`src/rtl/load_store_unit.sv`:
```
// load_store_unit: RV32I load/store engine in front of a word-only data memory.
// One access at a time: IDLE -> (READ) -> (WRITE) -> RESP -> IDLE.
// Sub-word stores are done as read-modify-write because the memory has no byte enables.
// Accesses that are misaligned, use an illegal funct3 or fall outside the memory
// go straight to RESP with err set, so memory is never touched for them.
module load_store_unit #(
    parameter int unsigned DMEM_BYTES = 1024
) (
    input  logic        clk,
    input  logic        rst_n,
    input  logic        req,
    input  logic        is_store,
    input  logic [2:0]  funct3,
    input  logic [31:0] addr,
    input  logic [31:0] wdata,
    output logic        busy,
    output logic        done,
    output logic        err,
    output logic [31:0] rdata,
    output logic        MemRead,
    output logic        MemWrite,
    output logic [31:0] mem_addr,
    output logic [31:0] mem_wdata,
    input  logic [31:0] mem_rdata
);

    localparam logic [1:0] S_IDLE  = 2'd0;
    localparam logic [1:0] S_READ  = 2'd1;
    localparam logic [1:0] S_WRITE = 2'd2;
    localparam logic [1:0] S_RESP  = 2'd3;

    localparam logic [31:0] DMEM_LIMIT = 32'(DMEM_BYTES);

    logic [1:0]  state_q,    state_d;
    logic        is_store_q, is_store_d;
    logic [2:0]  funct3_q,   funct3_d;
    logic [31:0] addr_q,     addr_d;
    logic [31:0] wdata_q,    wdata_d;   // store data, replaced by the merged word for SB/SH
    logic        err_q,      err_d;
    logic [31:0] rdata_q,    rdata_d;

    logic        req_err;
    logic [31:0] lane_shifted;
    logic [31:0] load_value;
    logic [31:0] merged_word;

    // Classify the incoming request; only meaningful while IDLE.
    always_comb begin
        logic misaligned;
        logic bad_funct3;
        logic out_of_range;
        misaligned   = ((funct3[1:0] == 2'b01) && addr[0])
                    || ((funct3[1:0] == 2'b10) && (addr[1:0] != 2'b00));
        if (is_store) begin
            bad_funct3 = (funct3 > 3'b010);
        end else begin
            bad_funct3 = (funct3 == 3'b011) || (funct3[2:1] == 2'b11);
        end
        out_of_range = (addr >= DMEM_LIMIT);
        req_err      = misaligned || bad_funct3 || out_of_range;
    end

    // Select the addressed lane from the fetched word and extend it.
    always_comb begin
        lane_shifted = mem_rdata >> {addr_q[1:0], 3'b000};
        case (funct3_q)
            3'b000:  load_value = {{24{lane_shifted[7]}},  lane_shifted[7:0]};
            3'b001:  load_value = {{16{lane_shifted[15]}}, lane_shifted[15:0]};
            3'b100:  load_value = {24'd0, lane_shifted[7:0]};
            3'b101:  load_value = {16'd0, lane_shifted[15:0]};
            default: load_value = mem_rdata;
        endcase
    end

    // Byte-lane merge for SB/SH: each lane keeps the fetched byte unless the store covers it.
    generate
        for (genvar gi = 0; gi < 4; gi++) begin : g_merge_lane
            logic sb_hit;
            logic sh_hit;
            assign sb_hit = (funct3_q == 3'b000) && (addr_q[1:0] == 2'(gi));
            assign sh_hit = (funct3_q == 3'b001) && (addr_q[1] == ((gi / 2) != 0));
            assign merged_word[gi*8 +: 8] =
                sb_hit ? wdata_q[7:0] :
                sh_hit ? ((gi % 2) != 0 ? wdata_q[15:8] : wdata_q[7:0]) :
                         mem_rdata[gi*8 +: 8];
        end
    endgenerate

    // Next-state and latch-update logic for the access sequencer.
    always_comb begin
        state_d    = state_q;
        is_store_d = is_store_q;
        funct3_d   = funct3_q;
        addr_d     = addr_q;
        wdata_d    = wdata_q;
        err_d      = err_q;
        rdata_d    = rdata_q;
        case (state_q)
            S_IDLE: begin
                if (req) begin
                    is_store_d = is_store;
                    funct3_d   = funct3;
                    addr_d     = addr;
                    wdata_d    = wdata;
                    err_d      = req_err;
                    if (req_err) begin
                        state_d = S_RESP;
                    end else if (is_store && (funct3 == 3'b010)) begin
                        state_d = S_WRITE;
                    end else begin
                        state_d = S_READ;
                    end
                end
            end
            S_READ: begin
                if (is_store_q) begin
                    wdata_d = merged_word;
                    state_d = S_WRITE;
                end else begin
                    // Result becomes visible together with done in RESP.
                    rdata_d = load_value;
                    state_d = S_RESP;
                end
            end
            S_WRITE: begin
                state_d = S_RESP;
            end
            default: begin
                state_d = S_IDLE;
            end
        endcase
    end

    // State and latch registers; reset aborts any access in flight.
    always_ff @(posedge clk or negedge rst_n) begin
        if (!rst_n) begin
            state_q    <= S_IDLE;
            is_store_q <= 1'b0;
            funct3_q   <= 3'b000;
            addr_q     <= 32'd0;
            wdata_q    <= 32'd0;
            err_q      <= 1'b0;
            rdata_q    <= 32'd0;
        end else begin
            state_q    <= state_d;
            is_store_q <= is_store_d;
            funct3_q   <= funct3_d;
            addr_q     <= addr_d;
            wdata_q    <= wdata_d;
            err_q      <= err_d;
            rdata_q    <= rdata_d;
        end
    end

    // Outputs come from registers only, so memory controls never see a request-input path.
    assign busy      = (state_q != S_IDLE);
    assign done      = (state_q == S_RESP);
    assign err       = (state_q == S_RESP) && err_q;
    assign rdata     = rdata_q;
    assign MemRead   = (state_q == S_READ);
    assign MemWrite  = (state_q == S_WRITE);
    assign mem_addr  = {addr_q[31:2], 2'b00};
    assign mem_wdata = wdata_q;

endmodule
```
`config.mk`:
```
export PLATFORM = sky130hd
export DESIGN_NAME = load_store_unit
export DESIGN_NICKNAME = d
export VERILOG_FILES = /design/src/rtl/load_store_unit.sv
export SDC_FILE = /design/constraint.sdc
export NUM_CORES = 1
export LEC_CHECK = 0
export CAP_MARGIN = 30
export CORE_MARGIN = 3
export CORE_UTILIZATION = 41
export CTS_CLUSTER_DIAMETER = 50
export DETAILED_ROUTE_END_ITERATION = 6
export PLACE_DENSITY_LB_ADDON = 0.05
export SYNTH_ARGS = -nofsm -noshare
export SYNTH_HDL_FRONTEND = slang
export SYNTH_SLANG_ARGS = --single-unit
```
`constraint.sdc`:
```
create_clock -name clk -period 2.2 [get_ports clk]
set_clock_uncertainty 0.15 [all_clocks]
set_input_delay 0.44 -clock clk [delete_from_list [all_inputs] [get_ports clk]]
set_output_delay 0.44 -clock clk [all_outputs]
set_load 0.05 [all_outputs]
```
==> metrics, run 1 <==
remaining global-route overflow 0; CP max stage cell clkdlybuf4s50_1; most common cell after layout, fill and taps aside clkdlybuf4s50_1; leakage power of the design 0.00334 uW; multiplexer share of the synthesized area 0.158; type of element capturing the critical path primary output; Port-buffer cells 201; main combinational cell family by area after synthesis multiplexers; clock tree sinks 103; number of cells produced by synthesis 540; Post-Route WL 17500 um; category of the worst setup path launch point register; pre-CTS setup slack -0.272 ns; Max Cap Violations 0; most instantiated flip-flop cell in the synthesis netlist dfrtp_1; worst min path class register to register; First DRT Iteration DRCs 468; worst stage delay on the critical path 0.85 ns; final count of hold timing violations 0; Cell variety after synth 43; number of buffers created by CTS 9; area share of the largest cell type after synthesis 0.473; cell-by-cell trace of the critical path clkdlybuf4s50_1; Yosys top cell by area dfrtp_1; number of cells on the worst hold path 2; Std-Cell Rows 41; final worst slack 0.0318 ns; post-synthesis instance area 0.00545 sq mm; antenna violations before repair 0; R2R Setup Slk 0.09 ns; RSZ-0062 raised after global routing no; global placer's final weighted congestion 0.877; Critical Setup Path Class register to primary output; fraction of the core area covered by cells at the end of the flow 0.615; number of max-slew violations in the final report 0; Crit path arrival time 1.58 ns; largest driver fanout on the critical path 3; fraction of synthesis flops using an asynchronous set or reset pin 1.00; insertion delay to the later sink of the worst-skew pair 0.36 ns; Setup Fix Bufs, Post-CTS 0; total number of vias 4902; clock transition at the registers of the reported paths 0.07 ns; TritonCTS clock tree yes; adder and majority gate portion of the synthesized area 0.00919; n_diodes 0; top-level port count 204; result of the run complete, no violations; number of nets with antenna violations after routing 0; Root Buffer clkbuf_16; largest net degree at the start of global routing 50; average footprint of a synthesized cell 10.1 sq um; synth-to-layout area growth 44.8%; Pre-antenna DRT Iters 6; area fraction in and, or, nand and nor cells after synthesis 0.129; number of register bits inferred by synthesis 103; DP Wirelength 13600 um; number of enable-type register cells in the synthesized netlist 0; average wire length per cell after detail routing 19.4 um; Net count, final 831; Worst Min Path Start err_q; peak clock frequency supported by timing 0.461 GHz; IR Drop Worst-Case VDD 0.902 mV; compound-gate portion of the synthesized area 0.148; standard cell core area 0.0128 sq mm; total setup violations reported at the end of the flow 0; largest cells by area after synthesis dfrtp_1 47%, mux2_2 9.3%, mux2i_1 6.1%; count of synthesis-stage warnings from yosys 0; destination of the worst hold path err_q; proportion of layout cells with a drive suffix above 1 0.196; Global Route Usage Sum 0.241; CP required 1.61 ns; global-route wire length before repair 27100 um; worst r2r src funct3_q[1]; Die Area 0.0147 sq mm; buffer and inverter count on the worst path 1; final worst path period need 2.17 ns; DRC violation count after routing 0; proportion of synthesized chip area in sequential cells 0.473; top cell family by delay on the critical path buffers and inverters; Die Y 121 um; number of H-tree levels 3; Final TNS setup 0 ns; R2R depth 5; Reg-to-Reg End mem_wdata[30]; Period Utilization, post-route 0.986; Post-Synth XOR/XNOR Area 0; via density per instance 5.45; PwrDens 1820 mW/mm^2; vias in the first global route 5015; commonest non-fill, non-tap cells in the layout 167 x clkdlybuf4s50_1, 102 x dfrtp_1, 64 x a21oi_1, 61 x buf_4, 45 x mux2_2; Initial Util 0.425; max-slew headroom at the worst pin 0.637; fill cell total of the finished layout 1101; Die Span X 121 um; buffers from clock root to sink, at most 2; slew of the pin with the lowest slew margin 0.543 ns
cell type report:
type,count,area (sq um),share of cell area
Sequential cell,103,2580,0.327
Multi-Input combinational cell,357,2460,0.312
Timing Repair Buffer,238,2300,0.292
Clock buffer,10,239,0.0303
Tap cell,172,215,0.0273
Inverter,15,56.3,0.00714
Clock inverter,5,33.8,0.00428
stage by stage:
| stage | hold WS [ns] | std cells | area, sq um | power, uW |
|---|---|---|---|---|
| after floorplan | -0.00559 | 541 | 5490 | 10000 |
| after global placement | 0.267 | 884 | 7590 | 12600 |
| after detailed placement | 0.262 | 884 | 7590 | 12800 |
| after CTS | 0.340 | 900 | 7870 | 14400 |
| after global routing | 0.363 | 900 | 7890 | 15100 |
| final | 0.339 | 900 | 7890 | 14300 |
power by group:
group | internal, uW | leakage (uW) | switching [uW] | total (uW)
sequential | 2880 | 0.00121 | 676 | 3560
clock | 793 | 0.000131 | 730 | 1520
combinational | 3390 | 0.00199 | 5850 | 9240
total | 7070 | 0.00334 | 7250 | 14300
routing by layer:
metal,wire length (um),global-route usage
met2,8350,0.402
met3,1530,0.0536
met1,7000,0.300
met4,612,0.109
met5,0,0
synthesized netlist by cell type, types with 4 or more instances:
| master | number |
|---|---|
| a21oi_1 | 65 |
| a222oi_1 | 8 |
| and2_1 | 9 |
| buf_2 | 5 |
| buf_4 | 34 |
| clkbuf_1 | 24 |
| dfrtp_1 | 103 |
| ha_1 | 4 |
| inv_1 | 14 |
| mux2_2 | 45 |
| mux2i_1 | 33 |
| nand2_1 | 30 |
| nand2b_1 | 8 |
| nand3_1 | 33 |
| nor2_1 | 43 |
| nor2b_1 | 5 |
| nor4_1 | 6 |
| o211ai_1 | 15 |
| o21ai_0 | 19 |
| o2bb2ai_1 | 6 |
kinds of logic after synthesis:
kind of cell	count (synthesis)
multiplexers	79
flip-flops	103
buffers and inverters	81
AND/OR/NAND/NOR	146
AO/OA/AOI/OAI	126
adder cells (fa/ha/maj)	4
other	1
flip-flops by register name (all words and copies together), names as in the netlist:
| register | cells |
|---|---|
| mem_wdata | 32 |
| funct3_q | 3 |
| err_q | 1 |
| rdata | 32 |
| is_store_q | 1 |
| state_q | 2 |
| addr_q | 32 |
timing repair:
| item | 4_1_cts | 5_1_grt |
|---|---|---|
| endpoints found under the hold margin | 31 | 0 |
| hold buffers | 1 | 0 |
| resized for setup | 0 | 6 |
| endpoints found under the setup margin | 0 | 37 |
worst max path at each step:
stage | to | depth (start not counted) | start
after global placement | rdata[26] | 6 | mem_rdata[31]
after floorplan | mem_wdata[10] | 9 | state_q[1]
after CTS | mem_wdata[30] | 7 | state_q[1]
final | mem_wdata[11] | 1 | mem_wdata[11]
after detailed placement | rdata[29] | 6 | mem_rdata[31]
after global routing | mem_wdata[30] | 5 | funct3_q[1]
No activity file was read; power rests on OpenSTA's default activity.
==> inputs of run 2 (changes only) <==
SKIP_LAST_GASP = 1   (was default)
==> results of run 2 <==
The final DEF is identical to that of run 1; final timing and power are the same.
==> inputs of run 3 (changes only) <==
CTS_CLUSTER_DIAMETER = default   (was 50)
GPL_ROUTABILITY_DRIVEN = 0   (was default)
==> results of run 3 <==
The final DEF is identical to that of run 1; final timing and power are the same.
